<file path="src/rtl/radix4_mul_pkg.sv">
`default_nettype none
// ============================================================================
// Module   : radix4_mul_pkg
// Brief    : Shared constants for the radix-4 Booth multiplier controller.
//            Signedness selected by RADIX4_MUL_SIGNED_EN.
// Revision : 1.0
// ============================================================================
package radix4_mul_pkg;

  typedef logic [1:0] state_t;
  localparam state_t ST_IDLE = 2'd0;
  localparam state_t ST_CALC = 2'd1;
  localparam state_t ST_DONE = 2'd2;

  localparam int CNT_W = 3;

`ifdef RADIX4_MUL_SIGNED_EN
  localparam int N_ITER = 4;
`else
  localparam int N_ITER = 5;
`endif

  localparam logic [CNT_W-1:0] LAST_CNT = CNT_W'(N_ITER - 1);

  localparam logic [2:0] BD_Z0  = 3'b000;
  localparam logic [2:0] BD_P1A = 3'b001;
  localparam logic [2:0] BD_P1B = 3'b010;
  localparam logic [2:0] BD_P2  = 3'b011;
  localparam logic [2:0] BD_M2  = 3'b100;
  localparam logic [2:0] BD_M1A = 3'b101;
  localparam logic [2:0] BD_M1B = 3'b110;
  localparam logic [2:0] BD_Z1  = 3'b111;

  function automatic logic [15:0] ext_mcand(input logic [7:0] a);
`ifdef RADIX4_MUL_SIGNED_EN
    return {{8{a[7]}}, a};
`else
    return {8'h00, a};
`endif
  endfunction

  // Two guard bits above b so the top Booth digit sees the extension.
  function automatic logic [10:0] ext_mplr(input logic [7:0] b);
`ifdef RADIX4_MUL_SIGNED_EN
    return {b[7], b[7], b, 1'b0};
`else
    return {2'b00, b, 1'b0};
`endif
  endfunction

endpackage
`default_nettype wire

</file>
<file path="src/rtl/radix4_mul_seq_if.sv">
`default_nettype none
// ============================================================================
// Module   : radix4_mul_seq_if
// Brief    : Operand/result handshake bundle for radix4_mul_seq.
// Revision : 1.0
// ============================================================================
interface radix4_mul_seq_if;
  logic        start;
  logic [7:0]  a;
  logic [7:0]  b;
  logic        busy;
  logic        done;
  logic [15:0] product;

  modport master (output start, a, b, input busy, done, product);
  modport slave  (input start, a, b, output busy, done, product);
endinterface
`default_nettype wire

</file>
<file path="src/rtl/cladder.sv">
`default_nettype none
// ============================================================================
// Module   : cladder
// Brief    : 16-bit carry-look-ahead adder, four 4-bit lookahead groups.
// Revision : 1.0
// ============================================================================
module cladder (
  input  wire logic [15:0] a,
  input  wire logic [15:0] b,
  input  wire logic        cin,
  output logic [15:0]      sum,
  output logic             cout
);

  logic [15:0] g;
  logic [15:0] p;
  logic [16:0] c;

  assign g    = a & b;
  assign p    = a ^ b;
  assign c[0] = cin;

  for (genvar gi = 0; gi < 4; gi++) begin : g_grp
    logic [3:0] gg;
    logic [3:0] pp;
    logic       ci;
    assign gg = g[4*gi +: 4];
    assign pp = p[4*gi +: 4];
    assign ci = c[4*gi];
    assign c[4*gi+1] = gg[0] | (pp[0] & ci);
    assign c[4*gi+2] = gg[1] | (pp[1] & gg[0]) | (pp[1] & pp[0] & ci);
    assign c[4*gi+3] = gg[2] | (pp[2] & gg[1]) | (pp[2] & pp[1] & gg[0])
                     | (pp[2] & pp[1] & pp[0] & ci);
    assign c[4*gi+4] = gg[3] | (pp[3] & gg[2]) | (pp[3] & pp[2] & gg[1])
                     | (pp[3] & pp[2] & pp[1] & gg[0])
                     | (pp[3] & pp[2] & pp[1] & pp[0] & ci);
  end

  assign sum  = p ^ c[15:0];
  assign cout = c[16];

endmodule
`default_nettype wire

</file>
<file path="src/rtl/radix4_mul_seq_booth4_enc.sv">
`default_nettype none
// ============================================================================
// Module   : booth4_enc
// Brief    : Radix-4 Booth digit decoder: 3-bit window -> {zero, two, neg}.
// Revision : 1.0
// ============================================================================
module booth4_enc
  import radix4_mul_pkg::*;
(
  input  wire logic [2:0] digit,
  output logic            zero,
  output logic            two,
  output logic            neg
);

  always_comb begin
    zero = 1'b0;
    two  = 1'b0;
    neg  = 1'b0;
    case (digit)
      BD_Z0, BD_Z1:   zero = 1'b1;
      BD_P1A, BD_P1B: ;
      BD_P2:          two  = 1'b1;
      BD_M2: begin
        two = 1'b1;
        neg = 1'b1;
      end
      BD_M1A, BD_M1B: neg  = 1'b1;
      default:        zero = 1'b1;
    endcase
  end

endmodule
`default_nettype wire

</file>
<file path="src/rtl/radix4_mul_seq.sv">
`default_nettype none
// ============================================================================
// Module   : radix4_mul_seq
// Brief    : Sequential radix-4 Booth 8x8 multiplier sharing one cladder.
//            RADIX4_MUL_SIGNED_EN selects two's-complement operands.
// Revision : 1.0
// ============================================================================
module radix4_mul_seq
  import radix4_mul_pkg::*;
(
  input  wire logic        clk,
  input  wire logic        rst,
  radix4_mul_seq_if.slave  bus
);

  state_t           state_q, state_d;
  logic [15:0]      acc_q, acc_d;
  logic [15:0]      mcand_q, mcand_d;
  logic [10:0]      mplr_q, mplr_d;
  logic [CNT_W-1:0] cnt_q, cnt_d;
  logic [15:0]      product_q, product_d;

  logic        dig_zero, dig_two, dig_neg;
  logic [15:0] sel;
  logic [15:0] add_b;
  logic [15:0] sum;
  logic        add_cout_unused;

  booth4_enc u_enc (
    .digit (mplr_q[2:0]),
    .zero  (dig_zero),
    .two   (dig_two),
    .neg   (dig_neg)
  );

  // Negation is one's complement here plus cin=1 in the adder.
  assign sel   = dig_zero ? 16'h0000 : (dig_two ? {mcand_q[14:0], 1'b0} : mcand_q);
  assign add_b = sel ^ {16{dig_neg}};

  cladder u_add (
    .a    (acc_q),
    .b    (add_b),
    .cin  (dig_neg),
    .sum  (sum),
    .cout (add_cout_unused)
  );

  always_comb begin
    state_d   = state_q;
    acc_d     = acc_q;
    mcand_d   = mcand_q;
    mplr_d    = mplr_q;
    cnt_d     = cnt_q;
    product_d = product_q;
    case (state_q)
      ST_IDLE, ST_DONE: begin
        if (bus.start) begin
          state_d = ST_CALC;
          acc_d   = 16'h0000;
          mcand_d = ext_mcand(bus.a);
          mplr_d  = ext_mplr(bus.b);
          cnt_d   = '0;
        end else if (state_q == ST_DONE) begin
          state_d = ST_IDLE;
        end
      end
      ST_CALC: begin
        acc_d   = sum;
        mcand_d = {mcand_q[13:0], 2'b00};
        mplr_d  = {mplr_q[10], mplr_q[10], mplr_q[10:2]};
        cnt_d   = cnt_q + 1'b1;
        if (cnt_q == LAST_CNT) begin
          product_d = sum;
          state_d   = ST_DONE;
        end
      end
      default: state_d = ST_IDLE;
    endcase
  end

  always_ff @(posedge clk) begin
    if (rst) begin
      state_q   <= ST_IDLE;
      acc_q     <= '0;
      mcand_q   <= '0;
      mplr_q    <= '0;
      cnt_q     <= '0;
      product_q <= '0;
    end else begin
      state_q   <= state_d;
      acc_q     <= acc_d;
      mcand_q   <= mcand_d;
      mplr_q    <= mplr_d;
      cnt_q     <= cnt_d;
      product_q <= product_d;
    end
  end

  assign bus.busy    = (state_q == ST_CALC);
  assign bus.done    = (state_q == ST_DONE);
  assign bus.product = product_q;

endmodule
`default_nettype wire

</file>
<file path="src/flat_wrapper.sv">
// flat-port wrapper written by rule: the top's interface ports become plain ports
module radix4_mul_seq_flat import radix4_mul_pkg::*;
  (clk, rst, bus_start, bus_a, bus_b, bus_busy, bus_done, bus_product);
  radix4_mul_seq_if bus_i ();
  input  wire logic clk;
  input  wire logic rst;
  input wire logic [$bits(bus_i.start)-1:0] bus_start;
  input wire logic [$bits(bus_i.a)-1:0] bus_a;
  input wire logic [$bits(bus_i.b)-1:0] bus_b;
  output wire logic [$bits(bus_i.busy)-1:0] bus_busy;
  output wire logic [$bits(bus_i.done)-1:0] bus_done;
  output wire logic [$bits(bus_i.product)-1:0] bus_product;
  assign bus_i.start = bus_start;
  assign bus_i.a = bus_a;
  assign bus_i.b = bus_b;
  assign bus_busy = bus_i.busy;
  assign bus_done = bus_i.done;
  assign bus_product = bus_i.product;
  radix4_mul_seq u_core (.clk(clk), .rst(rst), .bus(bus_i));
endmodule
</file>
<file path="config.mk">
export PLATFORM = sky130hd
export DESIGN_NAME = radix4_mul_seq_flat
export DESIGN_NICKNAME = d
export VERILOG_FILES = /design/src/rtl/radix4_mul_pkg.sv /design/src/rtl/radix4_mul_seq_if.sv /design/src/rtl/cladder.sv /design/src/rtl/radix4_mul_seq_booth4_enc.sv /design/src/rtl/radix4_mul_seq.sv /design/src/flat_wrapper.sv
export SDC_FILE = /design/constraint.sdc
export NUM_CORES = 1
export LEC_CHECK = 0
export CAP_MARGIN = 20
export CELL_PAD_IN_SITES_DETAIL_PLACEMENT = 0
export CELL_PAD_IN_SITES_GLOBAL_PLACEMENT = 1
export CORE_AREA = 3 3 99 125
export CTS_CLUSTER_DIAMETER = 200
export DETAILED_ROUTE_END_ITERATION = 10
export DIE_AREA = 0 0 102 128
export DONT_BUFFER_PORTS = 1
export GPL_TIMING_DRIVEN = 0
export PLACE_DENSITY = 0.65
export SLEW_MARGIN = 30
export SYNTH_ARGS = -nofsm -noshare
export SYNTH_HDL_FRONTEND = slang
export SYNTH_SLANG_ARGS = --single-unit
</file>
<file path="constraint.sdc">
create_clock -name clk -period 4.98 [get_ports clk]
set_clock_uncertainty 0.15 [all_clocks]
set_input_delay 0.249 -clock clk [delete_from_list [all_inputs] [get_ports clk]]
set_output_delay 0.249 -clock clk [all_outputs]
set_load 0.1 [all_outputs]
</file>
---- Word level (Yosys, flattened, before mapping) ----
Cells that the tools add are included.
storage, ports and cells
  register bits ........................... 64
  logic and storage cells ................. 145
  output and inout port bits .............. 18
operators by class
  eq/ne operators ......................... 11
  add/subtract/negate cells ............... 1
  mux-type cells .......................... 17
  reduce and logical (&&, ||, !) cells .... 11
  bitwise operators ....................... 98
operators by type and width
  operator                                                          count
  16-bit two-way mux                                                4
  16-bit case mux with 2 select lines                               2
  1-bit AND                                                         57
  16-bit XOR                                                        3
  1-bit bitwise OR                                                  36
  11-bit case mux with 2 select lines                               1
  15-bit AND                                                        1
  3-bit == test (second input constant)                             5
  11-bit two-way mux                                                1
  2-bit two-way mux                                                 3
  3-bit case mux with 2 select lines                                1
  2-bit AND reduction                                               3
  2-bit OR reduction                                                3
  2-bit case mux with 2 select lines                                1
  3-bit by 1-bit adder with 3-bit output (second input constant)    1
  3-bit by 2-bit == test with 1-bit output (second input constant)  1
  3-bit logical NOT                                                 1
  1-bit two-way mux                                                 3
  3-bit two-way mux                                                 1
  3-bit inequality test (second input constant)                     1
  3-bit AND reduction                                               1
  3-bit OR reduction                                                1
  2-bit by 1-bit == test with 1-bit output (second input constant)  1
  2-bit == test (second input constant)                             1
  5 further kinds                                                   5

---- Depth between registers and ports, before layout ----
  depth in word-level cells ............... 20
  depth in mapped cells ................... 17

---- Hierarchy ----
From an unflattened synthesis, not the netlist that was laid out.
unflattened totals
  cells, all modules ...................... 410
  area, all modules ....................... 3560.9 µm²
by module, submodules not included
  module          area each (µm²)  instances  cells an instance  seq. area each (µm²)
  radix4_mul_seq  2781.4           1          313                1241.2
  cladder         742.0            1          90                 0.0
  booth4_enc      37.5             1          7                  0.0

---- Worst setup path after synthesis ----
OpenSTA, ideal clock, no wires.
  path kind ............................... reg2reg
  from .................................... register u_core.mplr_q[2]
  to ...................................... register u_core.acc_q[9]
  stages on the path, launching flop included .. 18
  path slack .............................. 1221 ps
  data required time ...................... 4702 ps
  period minus slack after synthesis ...... 3759 ps
  arrival ................................. 3482 ps
  library setup time ...................... 128 ps
  cells stage by stage .................... dfxtp_1 -> buf_2 -> buf_1 -> buf_2 -> xor2_1 -> a22oi_1 -> o21ai_0 -> ha_1 -> or3_1 -> a31oi_1 -> nor3_1 -> or2_4 -> a21o_1 -> fa_1 -> xnor2_1 -> nor2_1 -> a21oi_1 -> nor2_1
between the ends
  longest elaborated chain between the ends .. 18
  elaborated cells on any way between the ends .. 43
  those cells by class .................... eq/ne: 5; mux: 6; bitwise: 28; reduce/logical: 4
RTL lines
  what                                                                              line                                         source
  start, declared                                                                   radix4_mul_seq.sv:19                         logic [10:0] mplr_q, mplr_d;
  start signal, assigned                                                            radix4_mul_seq.sv:93                         mplr_q <= mplr_d;
  3-bit == test / 3-bit by 2-bit == test with 1-bit output (equally long branches)  radix4_mul_seq_booth4_enc.sv:20              case (digit)
  2-bit OR reduction (no source line)                                               --
  1-bit two-way mux                                                                 radix4_mul_seq_booth4_enc.sv:20
  16-bit two-way mux (2 in a row)                                                   radix4_mul_seq.sv:37                         assign sel = dig_zero ? 16'h0000 : (dig_two ? {mcand_q[14:0], 1'b0} : mcand_q);
  16-bit XOR                                                                        radix4_mul_seq.sv:38                         assign add_b = sel ^ {16{dig_neg}};
  16-bit XOR / 15-bit AND (equally long branches)                                   cladder.sv:20, cladder.sv:19
  1-bit AND (on tied branches)                                                      cladder.sv:34, cladder.sv:35, cladder.sv:36
  1-bit bitwise OR, or another cell as far along (2 in a row)                       cladder.sv:34                                assign c[4*gi+4] = gg[3] | (pp[3] & gg[2]) | (pp[3] & pp[2] & gg[1])
  1-bit bitwise OR / 1-bit AND (equally long branches)                              cladder.sv:35, cladder.sv:36
  1-bit bitwise OR                                                                  cladder.sv:36                                | (pp[3] & pp[2] & pp[1] & pp[0] & ci);
  1-bit AND                                                                         cladder.sv:36
  1-bit bitwise OR                                                                  cladder.sv:36
  1-bit AND                                                                         cladder.sv:30                                assign c[4*gi+1] = gg[0] | (pp[0] & ci);
  1-bit bitwise OR                                                                  cladder.sv:30
  16-bit XOR *                                                                      cladder.sv:39                                assign sum = p ^ c[15:0];
  16-bit case mux with 2 select lines *                                             radix4_mul_seq.sv:55                         case (state_q)
  end signal, assigned                                                              radix4_mul_seq.sv:84                         acc_q <= '0;
  end signal, assigned                                                              radix4_mul_seq.sv:91                         acc_q <= acc_d;
  end, declared                                                                     radix4_mul_seq.sv:17                         logic [15:0] acc_q, acc_d;
Every way passes the cells marked *; elsewhere a longest branch is shown, timed or not.
A chain may end at the register's enable or synchronous reset.

---- Worst setup path after layout ----
Same ends and word-level chain as after synthesis.

==> run summary <==
Setup CP Type -> flop to flop
Post-synth ARST share -> 0%
FILL cells -> 1,173
vias per cell -> 5.29
crit path DAT -> 4610 ps
total track usage -> 16.0%
Sw Share -> 27.5%
RSZ-0062 raised after global routing -> no
Max Fclk -> 0.219 GHz
busiest layer in global routing -> met2
synth warn -> 0
cell area after placement -> 0.00355 mm^2
Die Y -> 128 um
worst skew pair latency -> 320 ps
pin count of the biggest net entering global routing -> 11
Netlist cell types -> 45
final setup vio count -> 0
Synth top area share -> 37.0%
CP Launch Type -> flop
first-pass GRT wire length -> 16.0 mm
Max Cap Viol -> 0
sequential area share after synthesis -> 37.0%
CP Capture Type -> flop
CTS tree -> yes
Initial Utilization -> 30.0%
Fin Setup TNS -> 0 ps
commonest register cell after synthesis -> dfxtp_1
CP required -> 5010 ps
area delta synth->final -> 20.4%
vias in the first global route -> 2,976
design area -> 0.00404 mm^2
post-synthesis register bit count -> 62
top cells by area, synth -> dfxtp_1 37%, a22oi_1 7.2%, nor2_1 6.9%
Nets -> 482
layout cell share with drive strength beyond 1 -> 6.70%
Hold Path Class -> input port to flop
non-filler cells, final -> 583
Lkg Pwr -> 0.00163 uW
crit path max fanout -> 10
Reg power frac -> 35.7%
utilization after layout -> 36.1%
Cells after Synth -> 415
drc violations -> 0
Die X -> 102 um
met3 track demand over resource -> 2.78%
Placed Instances -> 551
FF/Latch Area -> 0.00124 mm^2
WL final -> 9.88 mm
Yosys top cell by area -> dfxtp_1
Peak VDD IR -> 0.128 mV
worst-margin pin slew -> 990 ps
Final Slew Violations -> 0
M2 GR Usage -> 26.0%
NetSw -> 413 uW
Logic pwr share -> 17.6%
Pwr per Cell Area -> 372 mW/mm^2
hpwl dp -> 7.22 mm
Post-DRT Antenna Nets -> 0
commonest cells in the netlist -> 62 x dfxtp_1, 62 x nor2_1, 53 x nand2_1
final hold vios -> 0
row count -> 43
die area -> 0.0131 mm^2
clock sinks -> 62
cts repair resizes -> 0
Tmin final -> 4570 ps
CTS root buf -> clkbuf_16
Max clock buf depth -> 2
run status -> complete, no violations
GRT overflow -> 0
I/O Buffers -> 0
P_int -> 1090 uW
n_diodes -> 0
Synth Area per Inst -> 8.09 um^2
clock-pin slew on the worst setup and hold paths -> 50 ps
GPL Wtd Cong -> 0.835
wire per inst -> 17.0 um
Mapped Area -> 0.00336 mm^2
total number of vias -> 3,083
cts bufs inserted -> 9
router iterations before antenna repair -> 4
clock share of power -> 46.7%
Synth Net Count -> 454
core area -> 0.0112 mm^2
area of the multi-input gates -> 0.00196 mm^2
H-tree Lvls -> 3
1st-iter DRT viols -> 137
relative slew slack -> 33.9%
Post-synth EDFFs -> 0
grt met1 use -> 21.2%
# IOs -> 37
fin crit share -> 91.8%
initial antenna violation count -> 0
==> power by group through the flow <==
stage / Clock [uW] / Sequential (uW) / Combinational (uW)
after floorplan: 0 / 542 / 185
after global placement: 0 / 547 / 247
after detailed placement: 0 / 548 / 252
after CTS: 712 / 537 / 264
after global routing: 747 / 540 / 295
final: 702 / 537 / 264
==> path summary, 6_finish.rpt <==
path	from	cells past startpoint	slack (ps)	end
max reg2reg	u_core.mplr_q[2]	15	410	u_core.acc_q[9]
max	u_core.mplr_q[2]	15	410	u_core.acc_q[9]
min	bus_start	3	120	u_core.mplr_q[2]
min reg2reg	u_core.acc_q[14]	2	310	u_core.acc_q[14]
==> final cells by class <==
class | count | share of cell area, %
Clock buffer | 13 | 6.69
Multi-Input combinational cell | 312 | 48.5
Inverter | 12 | 1.11
Tap cell | 135 | 4.18
Timing Repair Buffer | 17 | 4.24
Clock inverter | 3 | 1.61
Sequential cell | 62 | 30.7
Buffer | 29 | 2.94
==> flip-flops by register name (all words and copies together) (netlist names) <==
register            cells
u_core.acc_q           16
u_core.bus.product     16
u_core.cnt_q            3
u_core.mcand_q         16
u_core.mplr_q           9
u_core.state_q          2
==> per-layer routing <==
metal	vias to the layer above	wire [um]	part of all wire, %
li1	1545	-	-
met1	1452	4520	46
met2	76	4720	48
met3	10	503	5.1
met4	0	133	1.3
met5	-	0	0
==> cells by family after synthesis <==
family | count (synthesis) | synth area share [%]
AO/OA/AOI/OAI | 123 | 25.1
XOR/XNOR | 28 | 7.30
buffers and inverters | 41 | 4.84
adder cells (fa/ha/maj) | 20 | 8.12
flip-flops | 62 | 37.0
AND/OR/NAND/NOR | 141 | 17.6
==> layout by cell type, fill, tap and decap left out, drive strengths merged, types with 8 or more instances in the layout <==
cell type	n
a21oi	27
a22oi	32
a311oi	14
buf	10
clkbuf	33
dfxtp	62
dlygate4sd3	16
ha	17
inv	12
nand2	53
nor2	62
o21ai	22
xnor2	8
xor2	20
==> metrics by stage <==
stage	total power (uW)	hold slack [ps]	worst slack (ps)
5_1_grt	1580	143	107
3_3_place_gp	794	264	500
3_5_place_dp	800	268	434
4_1_cts	1510	119	404
2_1_floorplan	727	258	1220
6_report	1500	121	407
==> timing repair <==
action / 4_1_cts / 5_1_grt
buffers inserted: 0 / 0
hold buffers: 16 / 0
hold endpoints to repair: 16 / 0
==> worst max-delay path, stage by stage, from the launching register on <==
cell and delay, ps:
dfxtp_1 300, buf_2 200, buf_1 520, nand2_1 240
clkbuf_1 270, o21ai_0 520, ha_1 360, a21oi_1 210
o21ai_1 180, or2_4 290, a21o_1 200, fa_1 400
xnor2_1 310, nor2_1 80, a21oi_1 130, nor2_1 50
Note: power is estimated with default switching activity, not from simulation.
